===== src/rtl/aidan_mcnay_div_pool.sv =====
// ---------------------------------------------------------------------------
// aidan_mcnay_div_pool
//
// Pool of nunits restoring radix-2 unsigned dividers. Requests are issued
// round-robin to units and results are returned strictly in acceptance
// order. Each unit needs nbits cycles to resolve its quotient, so with
// several units the pool can overlap that many divisions.
//
// Parameters
//   nbits   operand/result width (2..32)
//   nunits  number of divider units (1..8)
//
// Ports
//   clk          sole clock, all state updates on the rising edge
//   reset        synchronous, active-high reset
//   opa, opb     unsigned dividend / divisor
//   istream_val  request valid
//   istream_rdy  request ready (unit at the issue pointer is IDLE)
//   quotient     opa / opb   (0 while ostream_val is low)
//   remainder    opa % opb   (0 while ostream_val is low)
//   ostream_val  result valid (unit at the output pointer is DONE)
//   ostream_rdy  result ready
//   div_by_zero  only with AIDAN_MCNAY_DIV_POOL_DBZ_FLAG_EN defined: high
//                with ostream_val when the emitted result had opb = 0
//
// Handshake: a transfer happens on a rising edge where val and rdy are both
// high; val never depends on rdy, and istream_rdy never depends on
// ostream_rdy, so a unit freed at an edge accepts from the next cycle.
//
// Optional feature macro: AIDAN_MCNAY_DIV_POOL_DBZ_FLAG_EN
// Per-unit FSM state is visible as the internal array unit_state.
// ---------------------------------------------------------------------------
module aidan_mcnay_div_pool #(
  parameter int nbits  = 16,
  parameter int nunits = 2
) (
  input  logic             clk,
  input  logic             reset,
  input  logic [nbits-1:0] opa,
  input  logic [nbits-1:0] opb,
  input  logic             istream_val,
  output logic             istream_rdy,
  output logic [nbits-1:0] quotient,
  output logic [nbits-1:0] remainder,
  output logic             ostream_val,
  input  logic             ostream_rdy
`ifdef AIDAN_MCNAY_DIV_POOL_DBZ_FLAG_EN
  ,
  output logic             div_by_zero
`endif
);

  localparam int PW = (nunits > 1) ? $clog2(nunits) : 1;
  localparam int CW = $clog2(nbits);
  localparam logic [PW-1:0] LAST_PTR = PW'(nunits - 1);
  localparam logic [CW-1:0] LAST_CNT = CW'(nbits - 1);

  typedef enum logic [1:0] {
    IDLE = 2'd0,
    BUSY = 2'd1,
    DONE = 2'd2
  } unit_state_e;

  unit_state_e      unit_state   [nunits];
  unit_state_e      unit_state_n [nunits];
  // Partial remainder is one bit wider than the operands so the shifted
  // value can be compared with a divisor >= 2^(nbits-1) without overflow.
  logic [nbits:0]   rem_q [nunits];
  logic [nbits:0]   rem_n [nunits];
  // Holds the dividend; its MSB is shifted out each step while quotient
  // bits are shifted in at the LSB, so it ends up holding the quotient.
  logic [nbits-1:0] quo_q [nunits];
  logic [nbits-1:0] quo_n [nunits];
  logic [nbits-1:0] div_q [nunits];
  logic [nbits-1:0] div_n [nunits];
  logic [CW-1:0]    cnt_q [nunits];
  logic [CW-1:0]    cnt_n [nunits];
`ifdef AIDAN_MCNAY_DIV_POOL_DBZ_FLAG_EN
  logic             dbz_q [nunits];
  logic             dbz_n [nunits];
`endif

  logic [PW-1:0] iptr, iptr_n;
  logic [PW-1:0] optr, optr_n;
  logic          in_fire, out_fire;

  assign istream_rdy = !reset && (unit_state[iptr] == IDLE);
  assign ostream_val = !reset && (unit_state[optr] == DONE);
  assign in_fire     = istream_val && istream_rdy;
  assign out_fire    = ostream_val && ostream_rdy;

  assign quotient  = ostream_val ? quo_q[optr] : '0;
  assign remainder = ostream_val ? rem_q[optr][nbits-1:0] : '0;
`ifdef AIDAN_MCNAY_DIV_POOL_DBZ_FLAG_EN
  assign div_by_zero = ostream_val ? dbz_q[optr] : 1'b0;
`endif

  always_comb begin : next_state
    logic [nbits+1:0] shifted;
    logic [nbits+1:0] diff;
    logic             qbit;
    shifted = '0;
    diff    = '0;
    qbit    = 1'b0;
    iptr_n  = iptr;
    optr_n  = optr;
    if (in_fire) iptr_n = (iptr == LAST_PTR) ? '0 : iptr + 1'b1;
    if (out_fire) optr_n = (optr == LAST_PTR) ? '0 : optr + 1'b1;

    for (int i = 0; i < nunits; i++) begin
      unit_state_n[i] = unit_state[i];
      rem_n[i]        = rem_q[i];
      quo_n[i]        = quo_q[i];
      div_n[i]        = div_q[i];
      cnt_n[i]        = cnt_q[i];
`ifdef AIDAN_MCNAY_DIV_POOL_DBZ_FLAG_EN
      dbz_n[i]        = dbz_q[i];
`endif
      case (unit_state[i])
        IDLE: begin
          if (in_fire && (iptr == PW'(i))) begin
            unit_state_n[i] = BUSY;
            rem_n[i]        = '0;
            quo_n[i]        = opa;
            div_n[i]        = opb;
            cnt_n[i]        = '0;
`ifdef AIDAN_MCNAY_DIV_POOL_DBZ_FLAG_EN
            dbz_n[i]        = (opb == '0);
`endif
          end
        end
        BUSY: begin
          // Top bit of shifted is always 0: the stored remainder is below
          // the divisor, so it fits in nbits bits before the shift.
          shifted = {rem_q[i], quo_q[i][nbits-1]};
          diff    = shifted - {2'b00, div_q[i]};
          if (shifted >= {2'b00, div_q[i]}) begin
            rem_n[i] = diff[nbits:0];
            qbit     = 1'b1;
          end else begin
            rem_n[i] = shifted[nbits:0];
            qbit     = 1'b0;
          end
          quo_n[i] = {quo_q[i][nbits-2:0], qbit};
          cnt_n[i] = cnt_q[i] + 1'b1;
          if (cnt_q[i] == LAST_CNT) unit_state_n[i] = DONE;
        end
        DONE: begin
          if (out_fire && (optr == PW'(i))) unit_state_n[i] = IDLE;
        end
        default: unit_state_n[i] = IDLE;
      endcase
    end
  end

  always_ff @(posedge clk) begin
    if (reset) begin
      iptr <= '0;
      optr <= '0;
      for (int i = 0; i < nunits; i++) begin
        unit_state[i] <= IDLE;
        rem_q[i]      <= '0;
        quo_q[i]      <= '0;
        div_q[i]      <= '0;
        cnt_q[i]      <= '0;
`ifdef AIDAN_MCNAY_DIV_POOL_DBZ_FLAG_EN
        dbz_q[i]      <= 1'b0;
`endif
      end
    end else begin
      iptr <= iptr_n;
      optr <= optr_n;
      for (int i = 0; i < nunits; i++) begin
        unit_state[i] <= unit_state_n[i];
        rem_q[i]      <= rem_n[i];
        quo_q[i]      <= quo_n[i];
        div_q[i]      <= div_n[i];
        cnt_q[i]      <= cnt_n[i];
`ifdef AIDAN_MCNAY_DIV_POOL_DBZ_FLAG_EN
        dbz_q[i]      <= dbz_n[i];
`endif
      end
    end
  end

endmodule


===== config.mk =====
export PLATFORM = sky130hd
export DESIGN_NAME = aidan_mcnay_div_pool
export DESIGN_NICKNAME = d
export VERILOG_FILES = /design/src/rtl/aidan_mcnay_div_pool.sv
export SDC_FILE = /design/constraint.sdc
export NUM_CORES = 1
export LEC_CHECK = 0
export ABC_AREA = 1
export CAP_MARGIN = 25
export CORE_AREA = 2 2 122 124
export CTS_CLUSTER_DIAMETER = 30
export DETAILED_ROUTE_END_ITERATION = 12
export DIE_AREA = 0 0 124 126
export PLACE_DENSITY = 0.8
export RECOVER_POWER = 25
export SETUP_SLACK_MARGIN = 0.15
export SLEW_MARGIN = 20
export SYNTH_ARGS = -nofsm -noshare
export SYNTH_HDL_FRONTEND = slang
export SYNTH_SLANG_ARGS = --single-unit

===== constraint.sdc =====
create_clock -name clk -period 3.85 [get_ports clk]
set_input_delay 0.77 -clock clk [delete_from_list [all_inputs] [get_ports clk]]
set_output_delay 0.77 -clock clk [all_outputs]
set_load 0.03 [all_outputs]

==> flow_summary.json <==
{
  "status": "finished clean",
  "cts_tree": "done",
  "synth_compound_area_frac": 0.170,
  "grt_pass1_vias": 7390,
  "cts.sinks": 114,
  "route.detailed.drc": 0,
  "grt_pass1_wl_um": 34900,
  "finalNetCount": 1326,
  "synth_cells": 1208,
  "synthesis.nets": 1284,
  "layout_common_cells": "300 x nand2_1, 184 x inv_1, 113 x dfxtp_1, 105 x a21oi_1, 102 x nor2_1",
  "cp-start-kind": "input port",
  "crit_family": "buffers and inverters",
  "hold_path_class": "register to register",
  "initial_core_util": 0.541,
  "crit_arrival_ps": 3690,
  "power.leakage_nw": 4.11,
  "ys_seq_area_frac": 0.295,
  "chipHeight_um": 126,
  "reg2reg_to": "cnt_q[0][6]",
  "ctsResizeCount": 0,
  "area_growth_pct": 17.2,
  "place.gp.congestion": 0.957,
  "wl_per_cell_um": 14.7,
  "path_cells": "buf_2 > clkbuf_2 > inv_1 > o21ai_0 > a21oi_1 > nand2_1 > inv_1 > ha_1 > nand2_1 > inv_1 > nor2_4 > buf_4 > nand2_1 > a221oi_1",
  "drt_iter0_drc": 545,
  "worst_setup_path_end_kind": "register",
  "peakVddDrop_mv": 0.343,
  "setup_viol": 0,
  "dieArea_um2": 15600,
  "cts_hold_buffers": 0,
  "max-slew-margin-rel": 0.231,
  "final_cell_count_no_fill": 1447,
  "post_cts_buffers": 0,
  "clkSlewWorstSetupHoldPaths_ps": 60,
  "overflow": 0,
  "track_usage": 0.280,
  "cts_buffer_depth": 2,
  "cp_slowest_cell": "clkbuf_2",
  "slowest_delay_ps": 850,
  "rows": 44,
  "synth_xor_area_frac": 0.0158,
  "synth_top_family_by_area": "simple AND/OR/NAND/NOR gates",
  "antenna_left": 0,
  "holdPathEnd": "div_q[0][3]",
  "r2r_cells": 12,
  "cap_violations": 0,
  "vias": 7794,
  "synth_mux_area_frac": 0,
  "whs_path_depth": 2,
  "die_w_um": 124,
  "synthAdderAreaFrac": 0.0665,
  "hp-start": "div_q[0][3]",
  "core_area_um2": 14300,
  "drtPass1Iterations": 5,
  "worst-path-stages": 14,
  "fmax_mhz": 295,
  "n_antenna_cell": 0,
  "drt-total-wl_um": 21200,
  "drive_above_1_share": 0.0800,
  "ctsHtreeMaxLevel": 4,
  "cp.required_ps": 4150,
  "avgViaCountPerCell": 5.39,
  "grt_setup_unrepaired": "no",
  "finalSetupTns_ps": 0,
  "hold_viol_final": 0,
  "maxSlewViolCount": 0,
  "crit_buf_inv": 6,
  "rr_startpoint": "unit_state[0][1]",
  "critPathKind": "input port to register",
  "grt_max_degree": 66,
  "worst_slew_pin_slew_ps": 1150,
  "cts_buffers": 17,
  "clock_skew_ps": 9.77,
  "r2r_setup_slack_ps": 1380,
  "min_period_ps": 3380,
  "fin_crit_sh": 0.879,
  "cp-startpoint": "reset",
  "yosys_warnings": 0,
  "io_buffers": 69,
  "dp_cells": 1415,
  "dp_hpwl_um": 15200,
  "layout_commonest_cell": "nand2_1",
  "synth-seq-cells": 114,
  "ios": 70,
  "syn_area_per_cell_um2": 6.41,
  "syn-cell-area_um2": 7750,
  "synth_cell_types": 41,
  "root_buffer": "clkbuf_16",
  "synthSimpleGateAreaFrac": 0.324,
  "cp_max_fo": 50,
  "grt_antenna_before_repair": 0,
  "powerDensity_nw_per_um2": 570,
  "clk-insertion-delay-late_ps": 420
}
-- Yosys cell counts --
master / n / area, µm²
a211oi_1: 44 / 330
a21oi_1: 105 / 526
a21oi_2: 3 / 26.3
a221oi_1: 1 / 8.76
a31oi_1: 16 / 100
and2_1: 3 / 18.8
buf_1: 2 / 7.51
buf_12: 1 / 20.0
buf_2: 18 / 90.1
buf_4: 5 / 37.5
buf_6: 2 / 22.5
clkbuf_1: 29 / 109
clkinv_1: 1 / 3.75
dfxtp_1: 114 / 2280
fa_1: 2 / 40.0
ha_1: 38 / 475
inv_1: 184 / 691
inv_2: 4 / 15.0
nand2_1: 300 / 1130
nand2_2: 7 / 43.8
nand2_4: 1 / 11.3
nand3_1: 86 / 430
nand3_2: 8 / 80.1
nand3_4: 2 / 35.0
nand3b_1: 7 / 52.6
nand3b_4: 1 / 20.0
nand4_1: 21 / 131
nand4_2: 1 / 12.5
nand4_4: 1 / 21.3
nor2_1: 102 / 383
nor2_2: 7 / 43.8
nor2_4: 5 / 56.3
nor3_1: 7 / 35.0
o21ai_0: 60 / 300
o21ai_1: 1 / 5.00
o21bai_1: 2 / 15.0
o31ai_1: 1 / 7.51
or2_1: 1 / 6.26
or2_2: 1 / 6.26
xnor2_1: 6 / 52.6
xor2_1: 8 / 70.1
-- through the flow --
step | power (mW) | area, µm² | hold slack, ps | setup slack [ps] | utilization
after floorplan | 3.04 | 7750 | 433 | 200 | -
after global placement | 3.35 | 8420 | 445 | 652 | 0.588
after detailed placement | 3.38 | 8420 | 451 | 568 | 0.588
after CTS | 5.16 | 9090 | 459 | 528 | 0.635
after global routing | 5.52 | 9080 | 492 | 196 | 0.634
final | 5.18 | 9080 | 462 | 466 | 0.634
-- metal layers --
| layer | vias to the layer above | wire [µm] | GRT usage |
|---|---|---|---|
| li1 | 4000 | - | - |
| met1 | 3484 | 9640 | 0.356 |
| met5 | - | 0 | 0 |
| met3 | 45 | 1350 | 0.0684 |
| met2 | 265 | 9610 | 0.453 |
| met4 | 0 | 604 | 0.109 |
-- cell type report --
cell class / count / area [µm²]
sequential: 114 / 2280
timing repair buffer: 80 / 718
tap: 184 / 230
clock inverter: 11 / 199
multi-input combinational: 848 / 4470
clock buffer: 21 / 470
fill: 1350 / 5230
inverter: 189 / 709
-- worst max path at each step --
stage                                to
after floorplan           remainder[11]
after global placement     remainder[0]
after detailed placement    cnt_q[0][6]
after CTS                 remainder[14]
after global routing        cnt_q[0][6]
final                       cnt_q[0][6]
-- worst min-delay path: cells and delay by family (launching register included) --
family                 cells  cell delay, ps
buffers and inverters      1              60
AO/OA/AOI/OAI              1              60
flip-flops                 1             290
-- cell families (layout without fill, tap and decap cells) --
| kind of cell | count (synthesis) | in the layout |
|---|---|---|
| buffers and inverters | 246 | 301 |
| and+or+nand+nor | 561 | 561 |
| xor gates and xnor gates | 14 | 14 |
| adders and majority gates | 40 | 40 |
| DFF | 114 | 114 |
| AOI/OAI and AO/OA | 233 | 233 |
-- registers in the layout, indices dropped and copies added, names as in the netlist, named ones only --
register	count
unit_state	4
cnt_q	8
optr	1
quo_q	32
div_q	32
iptr	1
rem_q	34
-- power breakdown --
group | total (mW) | internal [mW] | switching (mW)
Clock | 1.79 | 1.20 | 0.580
Combinational | 2.05 | 0.666 | 1.38
Sequential | 1.35 | 1.27 | 0.0760
Total | 5.18 | 3.14 | 2.04
(Power assumes the default switching activity.)
